### src/rtl/cp0_regfile_if.sv
// mtc0 / exception / read-back bundle between the pre-memory stage and CP0.
// Member names follow the pipeline's existing signal names.
interface cp0_regfile_if;
  logic [31:0] inst1_c0_wdata;
  logic [7:0]  inst1_c0_addr;
  logic        inst1_mtc0_we;
  logic [31:0] inst2_c0_wdata;
  logic [7:0]  inst2_c0_addr;
  logic        inst2_mtc0_we;
  logic        pms_ex;
  logic [4:0]  ex_type;
  logic        pms_bd;
  logic [31:0] pms_pc;
  logic [31:0] pms_badvaddr;
  logic        pms_eret;
  logic [5:0]  ext_int;
  logic [31:0] inst1_c0_rdata;
  logic [31:0] inst2_c0_rdata;
  logic        has_int;
  logic [31:0] pms_epc;

  modport master (
    output inst1_c0_wdata, inst1_c0_addr, inst1_mtc0_we,
    output inst2_c0_wdata, inst2_c0_addr, inst2_mtc0_we,
    output pms_ex, ex_type, pms_bd, pms_pc, pms_badvaddr, pms_eret, ext_int,
    input  inst1_c0_rdata, inst2_c0_rdata, has_int, pms_epc
  );

  modport slave (
    input  inst1_c0_wdata, inst1_c0_addr, inst1_mtc0_we,
    input  inst2_c0_wdata, inst2_c0_addr, inst2_mtc0_we,
    input  pms_ex, ex_type, pms_bd, pms_pc, pms_badvaddr, pms_eret, ext_int,
    output inst1_c0_rdata, inst2_c0_rdata, has_int, pms_epc
  );
endinterface

### src/rtl/cp0_regfile.sv
// MIPS CP0 register file: dual mtc0 write slots, exception/eret updates, Count/Compare timer.
// Define CP0_TLB_REGS_EN to add Index, EntryLo0/1 and EntryHi.
module cp0_regfile #(
  parameter int COUNT_DIV = 1
) (
  input logic          clk,
  input logic          resetn,
  cp0_regfile_if.slave bus
);

  localparam logic [7:0] A_BADV   = 8'h40;
  localparam logic [7:0] A_COUNT  = 8'h48;
  localparam logic [7:0] A_CMP    = 8'h58;
  localparam logic [7:0] A_STATUS = 8'h60;
  localparam logic [7:0] A_CAUSE  = 8'h68;
  localparam logic [7:0] A_EPC    = 8'h70;
`ifdef CP0_TLB_REGS_EN
  localparam logic [7:0] A_INDEX  = 8'h00;
  localparam logic [7:0] A_ELO0   = 8'h10;
  localparam logic [7:0] A_ELO1   = 8'h18;
  localparam logic [7:0] A_EHI    = 8'h50;
`endif

  logic [COUNT_DIV-1:0] r_tick;
  logic [31:0] r_count, r_compare, r_epc, r_badvaddr;
  logic        r_ti, r_exl, r_ie, r_bd;
  logic [7:0]  r_im;
  logic [1:0]  r_ip_sw;
  logic [4:0]  r_exccode;
  logic [5:0]  r_ext_q;

  logic [32:0] w_wr_status, w_wr_cause, w_wr_epc, w_wr_count, w_wr_compare;
  logic [31:0] w_status, w_cause;
  logic        w_tick_wrap, w_addr_ex, w_has_int, w_unused;

`ifdef CP0_TLB_REGS_EN
  logic [3:0]  r_index;
  logic [25:0] r_elo0, r_elo1;
  logic [18:0] r_vpn2;
  logic [7:0]  r_asid;
  logic [32:0] w_wr_index, w_wr_elo0, w_wr_elo1, w_wr_ehi;
  logic        w_unused_tlb;
`endif

  // Slot 2 is younger, so its data wins when both slots hit the same register.
  function automatic logic [32:0] wr_pick(input logic [7:0] a);
    if (bus.inst2_mtc0_we && (bus.inst2_c0_addr == a)) begin
      return {1'b1, bus.inst2_c0_wdata};
    end else if (bus.inst1_mtc0_we && (bus.inst1_c0_addr == a)) begin
      return {1'b1, bus.inst1_c0_wdata};
    end else begin
      return 33'd0;
    end
  endfunction

  function automatic logic [31:0] rd_mux(input logic [7:0] a);
    case (a)
      A_BADV:   return r_badvaddr;
      A_COUNT:  return r_count;
      A_CMP:    return r_compare;
      A_STATUS: return w_status;
      A_CAUSE:  return w_cause;
      A_EPC:    return r_epc;
`ifdef CP0_TLB_REGS_EN
      A_INDEX:  return {28'd0, r_index};
      A_ELO0:   return {6'd0, r_elo0};
      A_ELO1:   return {6'd0, r_elo1};
      A_EHI:    return {r_vpn2, 5'd0, r_asid};
`endif
      default:  return 32'd0;
    endcase
  endfunction

  always_comb begin
    w_wr_status  = wr_pick(A_STATUS);
    w_wr_cause   = wr_pick(A_CAUSE);
    w_wr_epc     = wr_pick(A_EPC);
    w_wr_count   = wr_pick(A_COUNT);
    w_wr_compare = wr_pick(A_CMP);
    w_tick_wrap  = &r_tick;
    w_addr_ex    = (bus.ex_type >= 5'd2) && (bus.ex_type <= 5'd5);
    w_status     = {9'd0, 1'b1, 6'd0, r_im, 6'd0, r_exl, r_ie};
    w_cause      = {r_bd, r_ti, 14'd0, r_ext_q[5] | r_ti, r_ext_q[4:0], r_ip_sw, 1'b0, r_exccode, 2'd0};
    w_has_int    = (|(w_cause[15:8] & r_im)) & r_ie & ~r_exl;
    w_unused     = ^{w_wr_status[31:16], w_wr_status[7:2], w_wr_cause[31:10], w_wr_cause[7:0]};
    bus.inst1_c0_rdata = rd_mux(bus.inst1_c0_addr);
    bus.inst2_c0_rdata = rd_mux(bus.inst2_c0_addr);
    bus.has_int        = w_has_int;
    bus.pms_epc        = r_epc;
  end

  // Count/Compare timer; a Count write overrides the increment, a Compare write clears TI.
  always_ff @(posedge clk or negedge resetn) begin
    if (!resetn) begin
      r_tick    <= '0;
      r_count   <= 32'd0;
      r_compare <= 32'd0;
      r_ti      <= 1'b0;
    end else begin
      r_tick <= r_tick + COUNT_DIV'(1'b1);
      if (w_wr_count[32]) r_count <= w_wr_count[31:0];
      else if (w_tick_wrap) r_count <= r_count + 32'd1;
      if (w_wr_compare[32]) begin
        r_compare <= w_wr_compare[31:0];
        r_ti      <= 1'b0;
      end else if (r_count == r_compare) begin
        r_ti <= 1'b1;
      end
    end
  end

  // Status/Cause/EPC/BadVAddr; exception and eret assignments come last so they win.
  always_ff @(posedge clk or negedge resetn) begin
    if (!resetn) begin
      r_im       <= 8'd0;
      r_exl      <= 1'b0;
      r_ie       <= 1'b0;
      r_ip_sw    <= 2'd0;
      r_bd       <= 1'b0;
      r_exccode  <= 5'd0;
      r_epc      <= 32'd0;
      r_badvaddr <= 32'd0;
      r_ext_q    <= 6'd0;
    end else begin
      r_ext_q <= bus.ext_int;
      if (w_wr_status[32]) begin
        r_im  <= w_wr_status[15:8];
        r_exl <= w_wr_status[1];
        r_ie  <= w_wr_status[0];
      end
      if (w_wr_cause[32]) r_ip_sw <= w_wr_cause[9:8];
      if (w_wr_epc[32]) r_epc <= w_wr_epc[31:0];
      if (bus.pms_ex) begin
        r_exl     <= 1'b1;
        r_exccode <= bus.ex_type;
        if (!r_exl) begin
          r_epc <= bus.pms_bd ? (bus.pms_pc - 32'd4) : bus.pms_pc;
          r_bd  <= bus.pms_bd;
        end
        if (w_addr_ex) r_badvaddr <= bus.pms_badvaddr;
      end else if (bus.pms_eret) begin
        r_exl <= 1'b0;
      end
    end
  end

`ifdef CP0_TLB_REGS_EN
  always_comb begin
    w_wr_index   = wr_pick(A_INDEX);
    w_wr_elo0    = wr_pick(A_ELO0);
    w_wr_elo1    = wr_pick(A_ELO1);
    w_wr_ehi     = wr_pick(A_EHI);
    w_unused_tlb = ^{w_wr_index[31:4], w_wr_elo0[31:26], w_wr_elo1[31:26], w_wr_ehi[12:8]};
  end

  // TLB-facing registers; a TLBL/TLBS exception reloads VPN2 over any same-cycle write.
  always_ff @(posedge clk or negedge resetn) begin
    if (!resetn) begin
      r_index <= 4'd0;
      r_elo0  <= 26'd0;
      r_elo1  <= 26'd0;
      r_vpn2  <= 19'd0;
      r_asid  <= 8'd0;
    end else begin
      if (w_wr_index[32]) r_index <= w_wr_index[3:0];
      if (w_wr_elo0[32]) r_elo0 <= w_wr_elo0[25:0];
      if (w_wr_elo1[32]) r_elo1 <= w_wr_elo1[25:0];
      if (w_wr_ehi[32]) begin
        r_vpn2 <= w_wr_ehi[31:13];
        r_asid <= w_wr_ehi[7:0];
      end
      if (bus.pms_ex && ((bus.ex_type == 5'd2) || (bus.ex_type == 5'd3))) begin
        r_vpn2 <= bus.pms_badvaddr[31:13];
      end
    end
  end
`endif

endmodule

### src/flat_wrapper.sv
// flat-port wrapper written by rule: the top's interface ports become plain ports
module cp0_regfile_flat 
#(
  parameter int COUNT_DIV = 1
)
  (clk, resetn, bus_inst1_c0_wdata, bus_inst1_c0_addr, bus_inst1_mtc0_we, bus_inst2_c0_wdata, bus_inst2_c0_addr, bus_inst2_mtc0_we, bus_pms_ex, bus_ex_type, bus_pms_bd, bus_pms_pc, bus_pms_badvaddr, bus_pms_eret, bus_ext_int, bus_inst1_c0_rdata, bus_inst2_c0_rdata, bus_has_int, bus_pms_epc);
  cp0_regfile_if bus_i ();
  input logic clk;
  input logic resetn;
  input wire logic [$bits(bus_i.inst1_c0_wdata)-1:0] bus_inst1_c0_wdata;
  input wire logic [$bits(bus_i.inst1_c0_addr)-1:0] bus_inst1_c0_addr;
  input wire logic [$bits(bus_i.inst1_mtc0_we)-1:0] bus_inst1_mtc0_we;
  input wire logic [$bits(bus_i.inst2_c0_wdata)-1:0] bus_inst2_c0_wdata;
  input wire logic [$bits(bus_i.inst2_c0_addr)-1:0] bus_inst2_c0_addr;
  input wire logic [$bits(bus_i.inst2_mtc0_we)-1:0] bus_inst2_mtc0_we;
  input wire logic [$bits(bus_i.pms_ex)-1:0] bus_pms_ex;
  input wire logic [$bits(bus_i.ex_type)-1:0] bus_ex_type;
  input wire logic [$bits(bus_i.pms_bd)-1:0] bus_pms_bd;
  input wire logic [$bits(bus_i.pms_pc)-1:0] bus_pms_pc;
  input wire logic [$bits(bus_i.pms_badvaddr)-1:0] bus_pms_badvaddr;
  input wire logic [$bits(bus_i.pms_eret)-1:0] bus_pms_eret;
  input wire logic [$bits(bus_i.ext_int)-1:0] bus_ext_int;
  output wire logic [$bits(bus_i.inst1_c0_rdata)-1:0] bus_inst1_c0_rdata;
  output wire logic [$bits(bus_i.inst2_c0_rdata)-1:0] bus_inst2_c0_rdata;
  output wire logic [$bits(bus_i.has_int)-1:0] bus_has_int;
  output wire logic [$bits(bus_i.pms_epc)-1:0] bus_pms_epc;
  assign bus_i.inst1_c0_wdata = bus_inst1_c0_wdata;
  assign bus_i.inst1_c0_addr = bus_inst1_c0_addr;
  assign bus_i.inst1_mtc0_we = bus_inst1_mtc0_we;
  assign bus_i.inst2_c0_wdata = bus_inst2_c0_wdata;
  assign bus_i.inst2_c0_addr = bus_inst2_c0_addr;
  assign bus_i.inst2_mtc0_we = bus_inst2_mtc0_we;
  assign bus_i.pms_ex = bus_pms_ex;
  assign bus_i.ex_type = bus_ex_type;
  assign bus_i.pms_bd = bus_pms_bd;
  assign bus_i.pms_pc = bus_pms_pc;
  assign bus_i.pms_badvaddr = bus_pms_badvaddr;
  assign bus_i.pms_eret = bus_pms_eret;
  assign bus_i.ext_int = bus_ext_int;
  assign bus_inst1_c0_rdata = bus_i.inst1_c0_rdata;
  assign bus_inst2_c0_rdata = bus_i.inst2_c0_rdata;
  assign bus_has_int = bus_i.has_int;
  assign bus_pms_epc = bus_i.pms_epc;
  cp0_regfile #(.COUNT_DIV(COUNT_DIV)) u_core (.clk(clk), .resetn(resetn), .bus(bus_i));
endmodule
### config.mk
export PLATFORM = sky130hd
export DESIGN_NAME = cp0_regfile_flat
export DESIGN_NICKNAME = d
export VERILOG_FILES = /design/src/rtl/cp0_regfile_if.sv /design/src/rtl/cp0_regfile.sv /design/src/flat_wrapper.sv
export SDC_FILE = /design/constraint.sdc
export NUM_CORES = 1
export LEC_CHECK = 0
export BUFFER_PORTS_ARGS = -buffer_cell sky130_fd_sc_hd__buf_4
export CORE_AREA = 8 8 174 176
export DETAILED_ROUTE_END_ITERATION = 7
export DIE_AREA = 0 0 182 184
export PLACE_DENSITY = 0.59
export SLEW_MARGIN = 20
export SYNTH_ARGS = -nofsm -noshare
export SYNTH_HDL_FRONTEND = slang
export SYNTH_SLANG_ARGS = --single-unit
### constraint.sdc
create_clock -name clk -period 2.5 [get_ports clk]
set_clock_uncertainty 0.15 [all_clocks]
set_input_delay 0.25 -clock clk [delete_from_list [all_inputs] [get_ports clk]]
set_output_delay 0.25 -clock clk [all_outputs]
set_load 0.005 [all_outputs]
* After elaboration in Yosys (flattened, before gate mapping)
Index checks and enable logic that the tools add are counted.
Word-level totals: flip-flop bits (word level) 154, input port bits 162, logic and storage cells 76
Cells by class: $add $sub $neg 3, magnitude comparators 2, equality and inequality tests 13, mux-type cells 23, bitwise operators 5, reductions and logical operators 17
Operators by type and width (count):
- case mux 32 bit (6 select lines) | 2
- 2-to-1 mux 33 bit | 10
- 2-to-1 mux 32 bit | 6
- == test 8 x 7 -> 1 bit, second input constant | 12
- adder 32 x 1 -> 32 bit, second input constant | 1
- == test 32 bit | 1
- subtractor 32 x 3 -> 32 bit, second input constant | 1
- logical AND 1 bit | 11
- AND 8 bit | 1
- OR reduction 8 bit | 1
- greater-or-equal comparator 5 x 2 -> 1 bit, second input constant | 1
- <= comparator 5 x 3 -> 1 bit, second input constant | 1
- 2-to-1 mux 1 bit | 5
- AND reduction 2 bit | 2
- nonzero test 2 bit | 2
- nonzero test 3 bit | 1
- AND 1 bit | 2
- adder 1 bit, second input constant | 1
- inverter 1 bit | 1
- bitwise OR 1 bit | 1

* Logic depth before layout (Yosys ltp)
depth after elaboration 7, gate-level depth with buffers 8, mapped depth without buffers 7

* Worst setup path before layout
OpenSTA, ideal clock, no wires.
path type input-to-output, start point input port bus_inst1_c0_addr[2], end point output port bus_inst1_c0_rdata[2], data arrival time 1854 ps, slack 246 ps, stages on the path 6, path buffers 2, cell sequence buf_2 or4b_2 nor2_2 clkbuf_1 a22oi_1 nand2_1
Between the ends: cells in the longest elaborated chain, start to end 2, elaborated cells between the ends (all ways) 7, classes of those cells 6 x eq/ne; 1 x mux
Ends and longest elaborated chain:
- start, declared | RTL line flat_wrapper.sv:11 | input wire logic [$bits(bus_i.inst1_c0_addr)-1:0] bus_inst1_c0_addr;
- == test 8 x 7 -> 1 bit | RTL line cp0_regfile.sv:57 | case (a)
- case mux 32 bit (6 select lines) (*) | RTL line cp0_regfile.sv:57
- end, declared | RTL line flat_wrapper.sv:23 | output wire logic [$bits(bus_i.inst1_c0_rdata)-1:0] bus_inst1_c0_rdata;
Mark *: on every way between the ends. The rest lies on a longest branch, timed or not.

* Worst setup path in the final report
start point input port bus_inst1_c0_addr[1], end point output port bus_inst1_c0_rdata[15]
Same word-level chain as after synthesis.

==> out/qor.tcl <==
set qor(setup-tns-final_ns) 0
set qor(grt_antenna_before_repair) 0
set qor(grt_first_pass_wirelength_mm) 75.6
set qor(dieArea_um2) 33500
set qor(routed_wl_mm) 49.5
set qor(synth-async-reset-ratio_pct) 100
set qor(groute.usage.overall_pct) 28.9
set qor(postSynthNetCount) 1424
set qor(vdd.ir_drop.worst_uv) 428
set qor(post_synth_num_cell_types) 72
set qor(finalCriticalPeriod_ns) 2.47
set qor(drtPass1Iterations) 8
set qor(synth_area_leaders) {sky130_fd_sc_hd__dfrtp_1, sky130_fd_sc_hd__nand2_1, sky130_fd_sc_hd__a22oi_1}
set qor(drt-initial-drc-count) 1563
set qor(most_frequent_cell_after_synthesis) {sky130_fd_sc_hd__nand2_1}
set qor(outcome) {complete, no violations}
set qor(cts-root-to-sink-buffers) 2
set qor(clock_tree_from_tritoncts) {built}
set qor(area_of_the_multi_input_gates_um2) 6520
set qor(synth-edff-count) 0
set qor(maxCapViolCount) 0
set qor(clkSlewWorstSetupHoldPaths_ns) 0.06
set qor(final.period_utilization_pct) 98.9
set qor(yosys_register_bits) 154
set qor(post_route_cells_drive_above_1_share_pct) 28.7
set qor(criticalPathCategory) {in -> out}
set qor(chipHeight_um) 184
set qor(grt_pass1_vias) 12300
set qor(critical_path_required_ns) 2.10
set qor(routed_wl_per_cell_um) 24.4
set qor(final_critical_path_setup_slack_ns) 0.0279
set qor(area_of_all_placed_cells_without_fillers_um2) 15700
set qor(syn2layout_area_growth_pct) 45.4
set qor(syn_area_per_cell_um2) 8.59
set qor(worst_pin_slew_ns) 0.927
set qor(synthesis.area_um2) 10800
set qor(io_buffers) 258
set qor(pre_cts_ws_ns) -0.0204
set qor(fillerInstances) 2469
set qor(synth_top_cells_by_count) {sky130_fd_sc_hd__nand2_1, sky130_fd_sc_hd__dfrtp_1, sky130_fd_sc_hd__a22oi_1}
set qor(share_of_the_synthesized_area_in_the_top_cell_type_pct) 35.6
set qor(worst_hold_slack_ns) 0.00947
set qor(post-layout-total-power_w) 0.00807
set qor(ys.warnings.count) 0
set qor(num-nets-final) 1831
set qor(num_io_pins) 259
set qor(cts_buffers) 17
set qor(clock_tree.htree_level_count) 4
set qor(power.static_leakage_nw) 7.06
set qor(n_antenna_cell) 0
set qor(drv_slew) 0
set qor(start_kind) {input port}
set qor(fp-row-count) 61
set qor(ctsRootBufferMaster) {sky130_fd_sc_hd__clkbuf_16}
set qor(setup_violations) 0
set qor(synth_ff_type) {sky130_fd_sc_hd__dfrtp_1}
set qor(hold_viol_final) 0
set qor(hold_path.class) {in -> reg}
set qor(synth.yosys.seq_area_share_pct) 35.6
set qor(overall_via_count_from_detail_route) 12400
set qor(clk_latency_ns) 0.44
set qor(grt.overflow.total) 0
set qor(cts.sink_count) 154
set qor(worst_slew_margin_rel_pct) 37.7
set qor(detailed_place.area_um2) 13800
set qor(power-per-cell-area_nw_per_um2) 513
set qor(remaining_drc_errors) 0
set qor(post_dp_hpwl_mm) 36.3
set qor(via_per_inst) 6.13
set qor(grt_max_degree) 66
set qor(synthDominantAreaCellType) {sky130_fd_sc_hd__dfrtp_1}
set qor(timing.critical_path.fanout_max) 17
set qor(register_area_um2) 3850
set qor(ant_nets) 0
set qor(initial_utilization_pct) 39.4
set qor(floorplan.core_area_um2) 27500
set qor(syn-instance-count) 1260
set qor(fmaxAchievable_mhz) 405
set qor(dieWidth_um) 182
set qor(place.gp.congestion) 0.957
set qor(worst-endpoint-arrival_ns) 2.07
set qor(worstSetupEndpointType) {output pin}
state kept, by name, summed over array words and instances (netlist names):
register / cells
u_core.r_ie: 1
u_core.r_exccode: 5
u_core.r_tick: 1
u_core.r_im: 8
u_core.r_badvaddr: 32
u_core.bus.pms_epc: 32
u_core.r_compare: 32
u_core.r_bd: 1
u_core.r_exl: 1
u_core.r_count: 32
u_core.r_ext_q: 6
u_core.r_ip_sw: 2
u_core.r_ti: 1
through the flow:
stage / instances / util [%]
after floorplan: 1260 / -
after global placement: 1862 / 50.1
after detailed placement: 1862 / 50.1
after CTS: 2022 / 57.0
after global routing: 2026 / 57.3
final: 2026 / 57.3
power breakdown:
part / leakage (nW) / switching, W / internal (W)
clock: 0.299 / 0.00126 / 0.00154
combinational: 4.87 / 0.000872 / 0.00104
sequential: 1.89 / 0.000492 / 0.00287
cell usage in the layout (no fill, tap or decap), types with 32 or more instances in the layout:
cell,n
sky130_fd_sc_hd__dfrtp_1,154
sky130_fd_sc_hd__o22ai_1,32
sky130_fd_sc_hd__a22oi_1,102
sky130_fd_sc_hd__mux2i_1,46
sky130_fd_sc_hd__o21ai_0,77
sky130_fd_sc_hd__buf_4,350
sky130_fd_sc_hd__nand3_1,45
sky130_fd_sc_hd__and3_1,42
sky130_fd_sc_hd__nor2_1,32
sky130_fd_sc_hd__mux2_2,43
sky130_fd_sc_hd__nand2_1,211
sky130_fd_sc_hd__dlygate4sd3_1,128
sky130_fd_sc_hd__xnor2_1,46
sky130_fd_sc_hd__o21ai_1,32
critical path, stage by stage:
cell,delay (ns)
sky130_fd_sc_hd__buf_4,0.12
sky130_fd_sc_hd__or4b_4,0.53
sky130_fd_sc_hd__buf_6,0.17
sky130_fd_sc_hd__nor4_4,0.29
sky130_fd_sc_hd__buf_6,0.26
sky130_fd_sc_hd__a22oi_1,0.12
sky130_fd_sc_hd__nand3_1,0.07
sky130_fd_sc_hd__a221o_1,0.13
sky130_fd_sc_hd__buf_4,0.11
area by class of cell:
class	instances	share of cell area (%)
timing repair buffer	500	27.1
multi-input combinational	980	41.4
clock inverter	14	1.12
tap	346	2.75
clock buffer	18	2.79
inverter	14	0.334
sequential	154	24.5
routing by layer:
layer	part of all wire [%]	track usage, %	routed length [um]	vias to the layer above
met5	0	0	0	-
met4	2.5	8.86	1250	0
met3	10	6.60	5020	86
met2	46	45.7	22600	743
met1	42	38.9	20600	6042
li1	-	-	-	5556
path summary, 6_finish.rpt:
kind / from / to / slack [ns] / cells past startpoint
worst max-delay path: bus_inst1_c0_addr[1] / bus_inst1_c0_rdata[15] / 0.03 / 9
worst max register to register: u_core.r_count[1]$_DFFE_PN0P_ / u_core.r_count[27]$_DFFE_PN0P_ / 0.17 / 7
max in group asynchronous: resetn / u_core.r_badvaddr[8]$_DFFE_PN0P_ / 1.33 / 3
worst min-delay path: bus_pms_bd / u_core.r_bd$_DFFE_PN0P_ / 0.009 / 3
min in group asynchronous: resetn / u_core.r_compare[30]$_DFFE_PN0N_ / 0.16 / 2
worst min register to register: u_core.r_bd$_DFFE_PN0P_ / u_core.r_bd$_DFFE_PN0P_ / 0.38 / 2
timing repair:
action                                 in CTS  in global routing
hold buffers                              128                  0
buffers inserted                            0                  3
cloned                                      0                  1
setup endpoints to repair                   1                 37
pin swaps                                   0                  2
resized for setup                           2                 11
endpoints found under the hold margin     165                  0
cells by family after synthesis:
kind of cell	count (synthesis)	synth area share, %
AOI/OAI and AO/OA	350	22.2
DFF	154	35.6
buffers and inverters	126	5.04
muxes	90	8.83
adders and majority gates	2	0.231
and+or+nand+nor	468	22.4
xor gates and xnor gates	70	5.66
Note: power is estimated with default switching activity, not from simulation.
